### src/rtl/exec_pkg.sv
// -----------------------------------------------------------------------------
// exec_pkg
// Shared definitions for the execute-stage controller and its register file:
//   - default datapath / register-file geometry
//   - 3-bit ALU opcode constants (OP_ADD .. OP_XOR)
//   - controller FSM state encoding
//   - small helper deciding which opcodes are allowed to touch the carry flag
// -----------------------------------------------------------------------------
package exec_pkg;

    localparam int DW_DEF    = 16;
    localparam int NREGS_DEF = 8;
    localparam int RAW_DEF   = 3;

    localparam logic [2:0] OP_ADD = 3'b000;
    localparam logic [2:0] OP_SUB = 3'b001;
    localparam logic [2:0] OP_SHR = 3'b010;
    localparam logic [2:0] OP_SHL = 3'b011;
    localparam logic [2:0] OP_AND = 3'b100;
    localparam logic [2:0] OP_OR  = 3'b101;
    localparam logic [2:0] OP_NOT = 3'b110;
    localparam logic [2:0] OP_XOR = 3'b111;

    typedef enum logic [1:0] {
        S_IDLE = 2'b00,
        S_EXEC = 2'b01,
        S_WB   = 2'b10
    } state_e;

    // Only an ADD produces an architecturally meaningful carry; every other
    // opcode leaves the carry status flag untouched.
    function automatic logic op_updates_carry(input logic [2:0] op);
        return (op == OP_ADD);
    endfunction

endpackage

### src/rtl/alu_exec_ctrl_reg_file.sv
// -----------------------------------------------------------------------------
// alu_exec_ctrl_reg_file (module reg_file)
// NREGS x DW general register file.
//   - two combinational read ports (operand A / operand B)
//   - one combinational debug read port
//   - one synchronous write port
//   - r0 is hard-wired to zero: reads return 0, writes are dropped
//   - asynchronous active-low clear of every entry
// Ports:
//   clk, rst_n              clock, async active-low clear
//   rd_addr_a / rd_data_a   read port A
//   rd_addr_b / rd_data_b   read port B
//   dbg_addr  / dbg_data    debug read port
//   wr_en, wr_addr, wr_data write port (takes effect on rising edge)
// -----------------------------------------------------------------------------
module reg_file
    import exec_pkg::*;
#(
    parameter int DW    = DW_DEF,
    parameter int NREGS = NREGS_DEF,
    parameter int RAW   = RAW_DEF
) (
    input  logic           clk,
    input  logic           rst_n,
    input  logic [RAW-1:0] rd_addr_a,
    output logic [DW-1:0]  rd_data_a,
    input  logic [RAW-1:0] rd_addr_b,
    output logic [DW-1:0]  rd_data_b,
    input  logic [RAW-1:0] dbg_addr,
    output logic [DW-1:0]  dbg_data,
    input  logic           wr_en,
    input  logic [RAW-1:0] wr_addr,
    input  logic [DW-1:0]  wr_data
);

    logic [DW-1:0] regs_r [NREGS];
    logic          wr_ok_s;

    // r0 is never written, so its storage only ever holds the reset value.
    assign wr_ok_s = wr_en && (wr_addr != {RAW{1'b0}});

    // Register array: async clear, synchronous single write port.
    always_ff @(posedge clk or negedge rst_n) begin
        if (!rst_n) begin
            for (int i = 0; i < NREGS; i++) begin
                regs_r[i] <= {DW{1'b0}};
            end
        end else begin
            if (wr_ok_s) begin
                regs_r[wr_addr] <= wr_data;
            end
        end
    end

    // Read ports force r0 to zero explicitly rather than trusting storage.
    assign rd_data_a = (rd_addr_a == {RAW{1'b0}}) ? {DW{1'b0}} : regs_r[rd_addr_a];
    assign rd_data_b = (rd_addr_b == {RAW{1'b0}}) ? {DW{1'b0}} : regs_r[rd_addr_b];
    assign dbg_data  = (dbg_addr  == {RAW{1'b0}}) ? {DW{1'b0}} : regs_r[dbg_addr];

endmodule

### src/rtl/alu_exec_ctrl.sv
// -----------------------------------------------------------------------------
// alu_exec_ctrl
// Execute-stage controller wrapped around an external combinational ALU.
// One instruction in flight: IDLE -> EXEC -> WB -> IDLE (3 cycles/instr).
//   IDLE : in_ready=1; on in_valid latch op, rd and operands, go EXEC
//   EXEC : ALU operands/opcode driven from latches; capture ALU outputs
//   WB   : done=1, result valid; write R[rd] and status flags at the edge
// Ports:
//   clk, rst_n                          clock, async active-low reset
//   in_valid/in_ready                   instruction handshake
//   in_op,in_rd,in_rs1,in_rs2,
//   in_use_imm,in_imm                   decoded instruction fields
//   alu_a, alu_b, alu_code              to the ALU (registered)
//   alu_out, alu_carry, alu_zero        from the ALU
//   done, result                        writeback pulse and value
//   flag_c, flag_z                      status flags
//   dbg_addr, dbg_data                  combinational register-file peek
// -----------------------------------------------------------------------------
module alu_exec_ctrl
    import exec_pkg::*;
#(
    parameter int DW    = DW_DEF,
    parameter int NREGS = NREGS_DEF,
    parameter int RAW   = RAW_DEF
) (
    input  logic           clk,
    input  logic           rst_n,
    input  logic           in_valid,
    output logic           in_ready,
    input  logic [2:0]     in_op,
    input  logic [RAW-1:0] in_rd,
    input  logic [RAW-1:0] in_rs1,
    input  logic [RAW-1:0] in_rs2,
    input  logic           in_use_imm,
    input  logic [DW-1:0]  in_imm,
    output logic [DW-1:0]  alu_a,
    output logic [DW-1:0]  alu_b,
    output logic [2:0]     alu_code,
    input  logic [DW-1:0]  alu_out,
    input  logic           alu_carry,
    input  logic           alu_zero,
    output logic           done,
    output logic [DW-1:0]  result,
    output logic           flag_c,
    output logic           flag_z,
    input  logic [RAW-1:0] dbg_addr,
    output logic [DW-1:0]  dbg_data
);

    state_e         state_r;
    logic           in_ready_r;
    logic           done_r;
    logic [2:0]     op_r;
    logic [RAW-1:0] rd_r;
    logic [DW-1:0]  a_r;
    logic [DW-1:0]  b_r;
    logic [DW-1:0]  result_r;
    logic           carry_cap_r;
    logic           zero_cap_r;
    logic           flag_c_r;
    logic           flag_z_r;

    logic [DW-1:0]  rs1_data_s;
    logic [DW-1:0]  rs2_data_s;
    logic           wr_en_s;

    // The write happens on the edge that leaves WB, so the next accept in
    // IDLE always reads the updated register file: no bypass is needed.
    assign wr_en_s = (state_r == S_WB);

    reg_file #(
        .DW    (DW),
        .NREGS (NREGS),
        .RAW   (RAW)
    ) u_reg_file (
        .clk       (clk),
        .rst_n     (rst_n),
        .rd_addr_a (in_rs1),
        .rd_data_a (rs1_data_s),
        .rd_addr_b (in_rs2),
        .rd_data_b (rs2_data_s),
        .dbg_addr  (dbg_addr),
        .dbg_data  (dbg_data),
        .wr_en     (wr_en_s),
        .wr_addr   (rd_r),
        .wr_data   (result_r)
    );

    // Controller FSM with operand latches, ALU capture and status flags.
    // in_ready/done are registered alongside the state so they always agree
    // with it. Operand latches are only loaded on accept, so the ALU inputs
    // hold their last values through WB and IDLE.
    always_ff @(posedge clk or negedge rst_n) begin
        if (!rst_n) begin
            state_r     <= S_IDLE;
            in_ready_r  <= 1'b1;
            done_r      <= 1'b0;
            op_r        <= 3'b000;
            rd_r        <= {RAW{1'b0}};
            a_r         <= {DW{1'b0}};
            b_r         <= {DW{1'b0}};
            result_r    <= {DW{1'b0}};
            carry_cap_r <= 1'b0;
            zero_cap_r  <= 1'b0;
            flag_c_r    <= 1'b0;
            flag_z_r    <= 1'b0;
        end else begin
            case (state_r)
                S_IDLE: begin
                    if (in_valid) begin
                        op_r       <= in_op;
                        rd_r       <= in_rd;
                        a_r        <= rs1_data_s;
                        b_r        <= in_use_imm ? in_imm : rs2_data_s;
                        in_ready_r <= 1'b0;
                        state_r    <= S_EXEC;
                    end else begin
                        in_ready_r <= 1'b1;
                        state_r    <= S_IDLE;
                    end
                    done_r <= 1'b0;
                end
                S_EXEC: begin
                    // ALU result is sampled only here, at the end of EXEC.
                    result_r    <= alu_out;
                    carry_cap_r <= alu_carry;
                    zero_cap_r  <= alu_zero;
                    done_r      <= 1'b1;
                    in_ready_r  <= 1'b0;
                    state_r     <= S_WB;
                end
                S_WB: begin
                    // Flags update even when rd=r0 discards the data write.
                    flag_z_r <= zero_cap_r;
                    if (op_updates_carry(op_r)) begin
                        flag_c_r <= carry_cap_r;
                    end else begin
                        flag_c_r <= flag_c_r;
                    end
                    done_r     <= 1'b0;
                    in_ready_r <= 1'b1;
                    state_r    <= S_IDLE;
                end
                default: begin
                    done_r     <= 1'b0;
                    in_ready_r <= 1'b1;
                    state_r    <= S_IDLE;
                end
            endcase
        end
    end

    assign in_ready = in_ready_r;
    assign done     = done_r;
    assign result   = result_r;
    assign flag_c   = flag_c_r;
    assign flag_z   = flag_z_r;
    assign alu_a    = a_r;
    assign alu_b    = b_r;
    assign alu_code = op_r;

endmodule

### config.mk
export PLATFORM = sky130hd
export DESIGN_NAME = alu_exec_ctrl
export DESIGN_NICKNAME = d
export VERILOG_FILES = /design/src/rtl/exec_pkg.sv /design/src/rtl/alu_exec_ctrl_reg_file.sv /design/src/rtl/alu_exec_ctrl.sv
export SDC_FILE = /design/constraint.sdc
export NUM_CORES = 1
export LEC_CHECK = 0
export ABC_AREA = 1
export CAP_MARGIN = 40
export CORE_UTILIZATION = 58
export CTS_CLUSTER_DIAMETER = 200
export DETAILED_ROUTE_END_ITERATION = 7
export PLACE_DENSITY_LB_ADDON = 0.08
export SLEW_MARGIN = 10
export SYNTH_ARGS = -nofsm -noshare
export SYNTH_HDL_FRONTEND = slang
export SYNTH_SLANG_ARGS = --single-unit
### constraint.sdc
create_clock -name clk -period 3.6 [get_ports clk]
set_input_delay 0.36 -clock clk [delete_from_list [all_inputs] [get_ports clk]]
set_output_delay 0.36 -clock clk [all_outputs]
set_load 0.02 [all_outputs]
Word level (Yosys, flattened, before mapping)
Index checks and enable logic that the tools add are counted.
- bits of input ports: 53
- word-level logic and storage cells: 62
- output and inout bits: 71
- flip-flop bits (word level): 190
- equal/unequal tests: 2
- order comparisons: 5
- reductions and logical operators: 10
- multiplexer cells: 21
- bitwise operators: 4
- operator list (kind ; count):
    $mux W16 ; 11
    $bmux W16 S3 ; 3
    $bwmux W128 ; 1
    $demux W16 S3 ; 1
    $ge A4 B4 Y1 const B ; 4
    $not A3 Y4 ; 4
    $logic_not A3 Y1 ; 4
    $lt A4 B1 Y1 const B ; 1
    $pmux W2 S2 ; 1
    $reduce_and A2 Y1 ; 2
    $mux W1 ; 3
    $reduce_bool A3 Y1 ; 1
    $eq A2 B1 Y1 const B ; 1
    $eq A2 B2 Y1 const B ; 1
    $logic_and A1 B1 Y1 ; 2
    $logic_not A2 Y1 ; 1
    $pmux W1 S2 ; 1

Depth between registers and ports, before layout
- depth in word-level cells: 6
- gate-level depth with buffers: 10
- gate-level depth less buffers: 9

Cells and area by module
From an unflattened synthesis, not the netlist that was laid out.
- cells, all modules: 1703
- area total of the unflattened synthesis: 11324.6 µm²
- by module, submodules not included (module ; seq. area each (µm²) ; instances ; area an instance (µm²) ; cells an instance):
    reg_file ; 3203.1 ; 1 ; 8784.7 ; 1395
    alu_exec_ctrl ; 1552.7 ; 1 ; 2539.9 ; 308

Worst setup path before layout
No wires, ideal clock.
- path type: input-to-output
- start point: input port dbg_addr[0]
- end point: output port dbg_data[10]
- required time: 3.240 ns
- cell stages on the path: 7
- arrival: 1.511 ns
- path slack: 1.729 ns
- buffers on the path: 3
- path through: buf_2 -> buf_4 -> buf_2 -> nor2_1 -> o22ai_1 -> inv_1 -> o21ai_0
- word-level cells in the longest chain between the ends: 5
- elaborated cells between the ends (all ways): 6
- classes of those cells: mux: 4; bitwise: 1; reduce/logical: 1
- ends and longest elaborated chain (item ; line ; RTL):
    start: declaration ; alu_exec_ctrl.sv:46 ; input logic [RAW-1:0] dbg_addr,
    $not A3 Y4 (implied by the code) ; alu_exec_ctrl_reg_file.sv:58 ; assign dbg_data = (dbg_addr == {RAW{1'b0}}) ? {DW{1'b0}} : regs_r[dbg_addr];
    $bmux W16 S3 ; alu_exec_ctrl_reg_file.sv:58 ;
    $mux W16 (implied by the code) (2 in a row) ; alu_exec_ctrl_reg_file.sv:58 ;
    $mux W16 (*) ; alu_exec_ctrl_reg_file.sv:58 ;
    end: declaration ; alu_exec_ctrl.sv:47 ; output logic [DW-1:0] dbg_data
Mark *: on every way between the ends. The rest lies on a longest branch, timed or not. The select of a mux whose other input is x is not followed.

Worst setup path after layout
- start point: input port dbg_addr[1]
- end point: output port dbg_data[0]
The elaborated chain is that of the path after synthesis.

==> out/summary.json <==
{
  "nets": 1546,
  "multiInputGateArea_sq_mm": 0.00457,
  "worst_slack_ns": 0.729,
  "synth_most_common_cell": "sky130_fd_sc_hd__nand2_1",
  "achievable-frequency_mhz": 348,
  "cts_resized": 0,
  "cell_internal_pwr_mw": 5.01,
  "synthDominantAreaCellType": "sky130_fd_sc_hd__dfrtp_1",
  "fillerInstances": 1393,
  "crit_fanout": 11,
  "synth.top_cells.by_area": "sky130_fd_sc_hd__dfrtp_1 46%, sky130_fd_sc_hd__nand2_1 17%, sky130_fd_sc_hd__o21ai_0 10%, sky130_fd_sc_hd__inv_1 3.9%, sky130_fd_sc_hd__nand3_1 3.7%",
  "slew-limit-headroom_pct": 30.3,
  "insertedDiodeCount": 0,
  "via_per_inst": 5.84,
  "synth_cell_type_count": 32,
  "utilization_pct": 69.9,
  "grt_antenna_before_repair": 0,
  "fin_total_pwr_mw": 8.16,
  "power.static_leakage_nw": 5.62,
  "asyncSetResetFlopFracSynth_pct": 100,
  "ir_worst_vdd_mv": 0.458,
  "finalWeightedCongestion": 0.899,
  "synthesis.area_per_instance_sq_um": 7.22,
  "initial_utilization_pct": 59.4,
  "rsz0062_at_grt": "no",
  "power.share.sequential_pct": 41.9,
  "synth_flop_cell": "sky130_fd_sc_hd__dfrtp_1",
  "cts-root-buf": "sky130_fd_sc_hd__clkbuf_16",
  "maxCapViolCount": 0,
  "core_box_area_sq_mm": 0.0174,
  "top_level_ports": 124,
  "detailroute.via_count": 10100,
  "clkSlewWorstSetupHoldPaths_ns": 0.07,
  "tritoncts": "built",
  "count_of_pins_over_their_slew_limit": 0,
  "yosys-top-cells-count": "464 x sky130_fd_sc_hd__nand2_1, 206 x sky130_fd_sc_hd__o21ai_0, 188 x sky130_fd_sc_hd__dfrtp_1",
  "cp_data_arrival_time_ns": 2.51,
  "post-route-period-util_pct": 79.8,
  "required_ns": 3.24,
  "htree_levels": 4,
  "global_route.overflow_total": 0,
  "clkSinkCount": 189,
  "syn-num-nets": 1481,
  "final-instance-count-excl-fill": 1731,
  "worst_skew_pair.late_latency_ns": 0.46,
  "drc": 0,
  "grt_pass1_vias": 9458,
  "combinationalPowerShare_pct": 33.4,
  "final_layout_size_suffix_gt1_share_pct": 6.77,
  "synth_sequential_area_ratio_pct": 45.9,
  "outcome": "complete, no violations",
  "min_path_type": "flop to flop",
  "report.final.setup_viol": 0,
  "postSynthCellCount": 1428,
  "cp-startpoint": "dbg_addr[1]",
  "worst_hold_slack_ns": 0.374,
  "total_global_route_track_usage_pct": 36.4,
  "detail_route.wirelength_mm": 31.9,
  "syn_area_sq_mm": 0.0103,
  "post_route_setup_tns_ns": 0,
  "postPlaceCellArea_sq_mm": 0.0115,
  "clockPowerShare_pct": 24.7,
  "dr.first_iter.drc_count": 1306,
  "p_switching_mw": 3.16,
  "placed_cells": 1698,
  "p_per_area_mw_per_mm2": 673,
  "clockBufferDepth": 2,
  "finish.instance_area_sq_mm": 0.0121,
  "layout-area-overhead-vs-synth_pct": 17.6,
  "yosys_register_bits": 189,
  "die-height_um": 135,
  "pin_count_of_the_biggest_net_entering_global_routing": 81,
  "timing_worst_setup_path_type": "input port to output port",
  "die_area_sq_mm": 0.0183,
  "drt_pass1_iterations": 8,
  "place.port_buffers": 123,
  "detailed_place_hpwl_mm": 20.7,
  "synth-edff-count": 0,
  "rows": 48,
  "final.setup_skew_ns": 0.0113,
  "hold_path_startpoint": "u_reg_file.regs_r[114]",
  "floorplan.die.width_um": 135,
  "swShare_pct": 38.7,
  "detail_route.wl_per_cell_um": 18.5,
  "post_place_worst_slack_ns": 0.744,
  "worstReg2RegStart": "rd_r[2]",
  "critical_path.startpoint_type": "input port",
  "grt_first_pass_wirelength_mm": 49.9,
  "antenna_violating_nets_remaining": 0,
  "cp-end-kind": "output port",
  "worstMarginPinSlew_ns": 1.04,
  "layout.area.seq_sq_mm": 0.00473,
  "yosys_warnings": 0,
  "cts-buffers-inserted": 17,
  "period_minus_slack_ns": 2.87,
  "synth_largest_type_area_fraction_pct": 45.6,
  "hold_viol": 0
}
[placed cells by master (no fill, tap or decap), drive strengths merged, types with 12 or more instances in the layout]
master	synthesis	routed
a21oi	76	76
buf	63	31
clkbuf	43	20
clkdlybuf4s50	0	119
dfrtp	188	188
inv	114	119
nand2	470	470
nand3	78	78
nor2	100	100
nor3	12	12
o211ai	12	12
o21ai	249	249
[critical path: stages]
cell                              delay (ns)
sky130_fd_sc_hd__clkdlybuf4s50_1        0.55
sky130_fd_sc_hd__buf_4                  0.19
sky130_fd_sc_hd__o21ai_1                0.16
sky130_fd_sc_hd__buf_4                  0.25
sky130_fd_sc_hd__o21ai_0                0.32
sky130_fd_sc_hd__clkdlybuf4s50_1        0.68
[logic make-up after synthesis]
group / Yosys count / share of synthesized area, %
flops: 189 / 45.9
mux: 2 / 0.218
compound gates: 341 / 17.5
simple gates: 672 / 26.6
buf+inv: 224 / 9.83
[per-layer routing]
metal	GRT usage (%)	wire length [um]	vias up
li1	-	-	4709
met1	45.7	12500	4702
met3	6.43	2790	118
met2	57.9	14800	588
met4	24.1	1810	0
met5	0	0	-
[flip-flops by register name, summed over array words and instances (netlist names)]
register,count
zero_cap_r,1
result,16
state_r,1
flag_z,1
in_ready,1
done,1
flag_c,1
rd_r,3
u_reg_file.regs_r,128
carry_cap_r,1
alu_a,16
alu_code,3
alu_b,16
[layout make-up]
class	count	share of cell area (%)
Timing Repair Buffer	152	12.2
Clock inverter	13	1.45
Sequential cell	189	39.0
Tap cell	225	2.32
Clock buffer	19	3.65
Inverter	118	3.65
Multi-Input combinational cell	1015	37.7
[final timing paths]
| path | end | depth (start not counted) | slack, ns |
|---|---|---|---|
| worst max-delay path | dbg_data[0] | 6 | 0.73 |
| worst min-delay path | u_reg_file.regs_r[114] | 0 | 0.37 |
| worst max register to register | u_reg_file.regs_r[79] | 4 | 1.74 |
| worst min register to register | u_reg_file.regs_r[114] | 0 | 0.37 |
| max in group asynchronous | u_reg_file.regs_r[22] | 4 | 2.07 |
| min in group asynchronous | u_reg_file.regs_r[54] | 2 | 0.42 |
[power groups by stage]
stage          clock network [mW]  registers, mW  logic [mW]
4_1_cts                      2.02           3.39        2.72
3_5_place_dp                    0           3.42        2.69
3_3_place_gp                    0           3.42        2.62
6_report                     2.02           3.42        2.72
5_1_grt                      2.10           3.51        3.01
2_1_floorplan                   0           3.51        1.47
[what timing repair did]
item	in CTS	in global routing
setup buffers	0	0
hold endpoints to repair	55	0
hold buffers	1	0
setup endpoints to repair	0	0
Note: power is estimated with default switching activity, not from simulation.
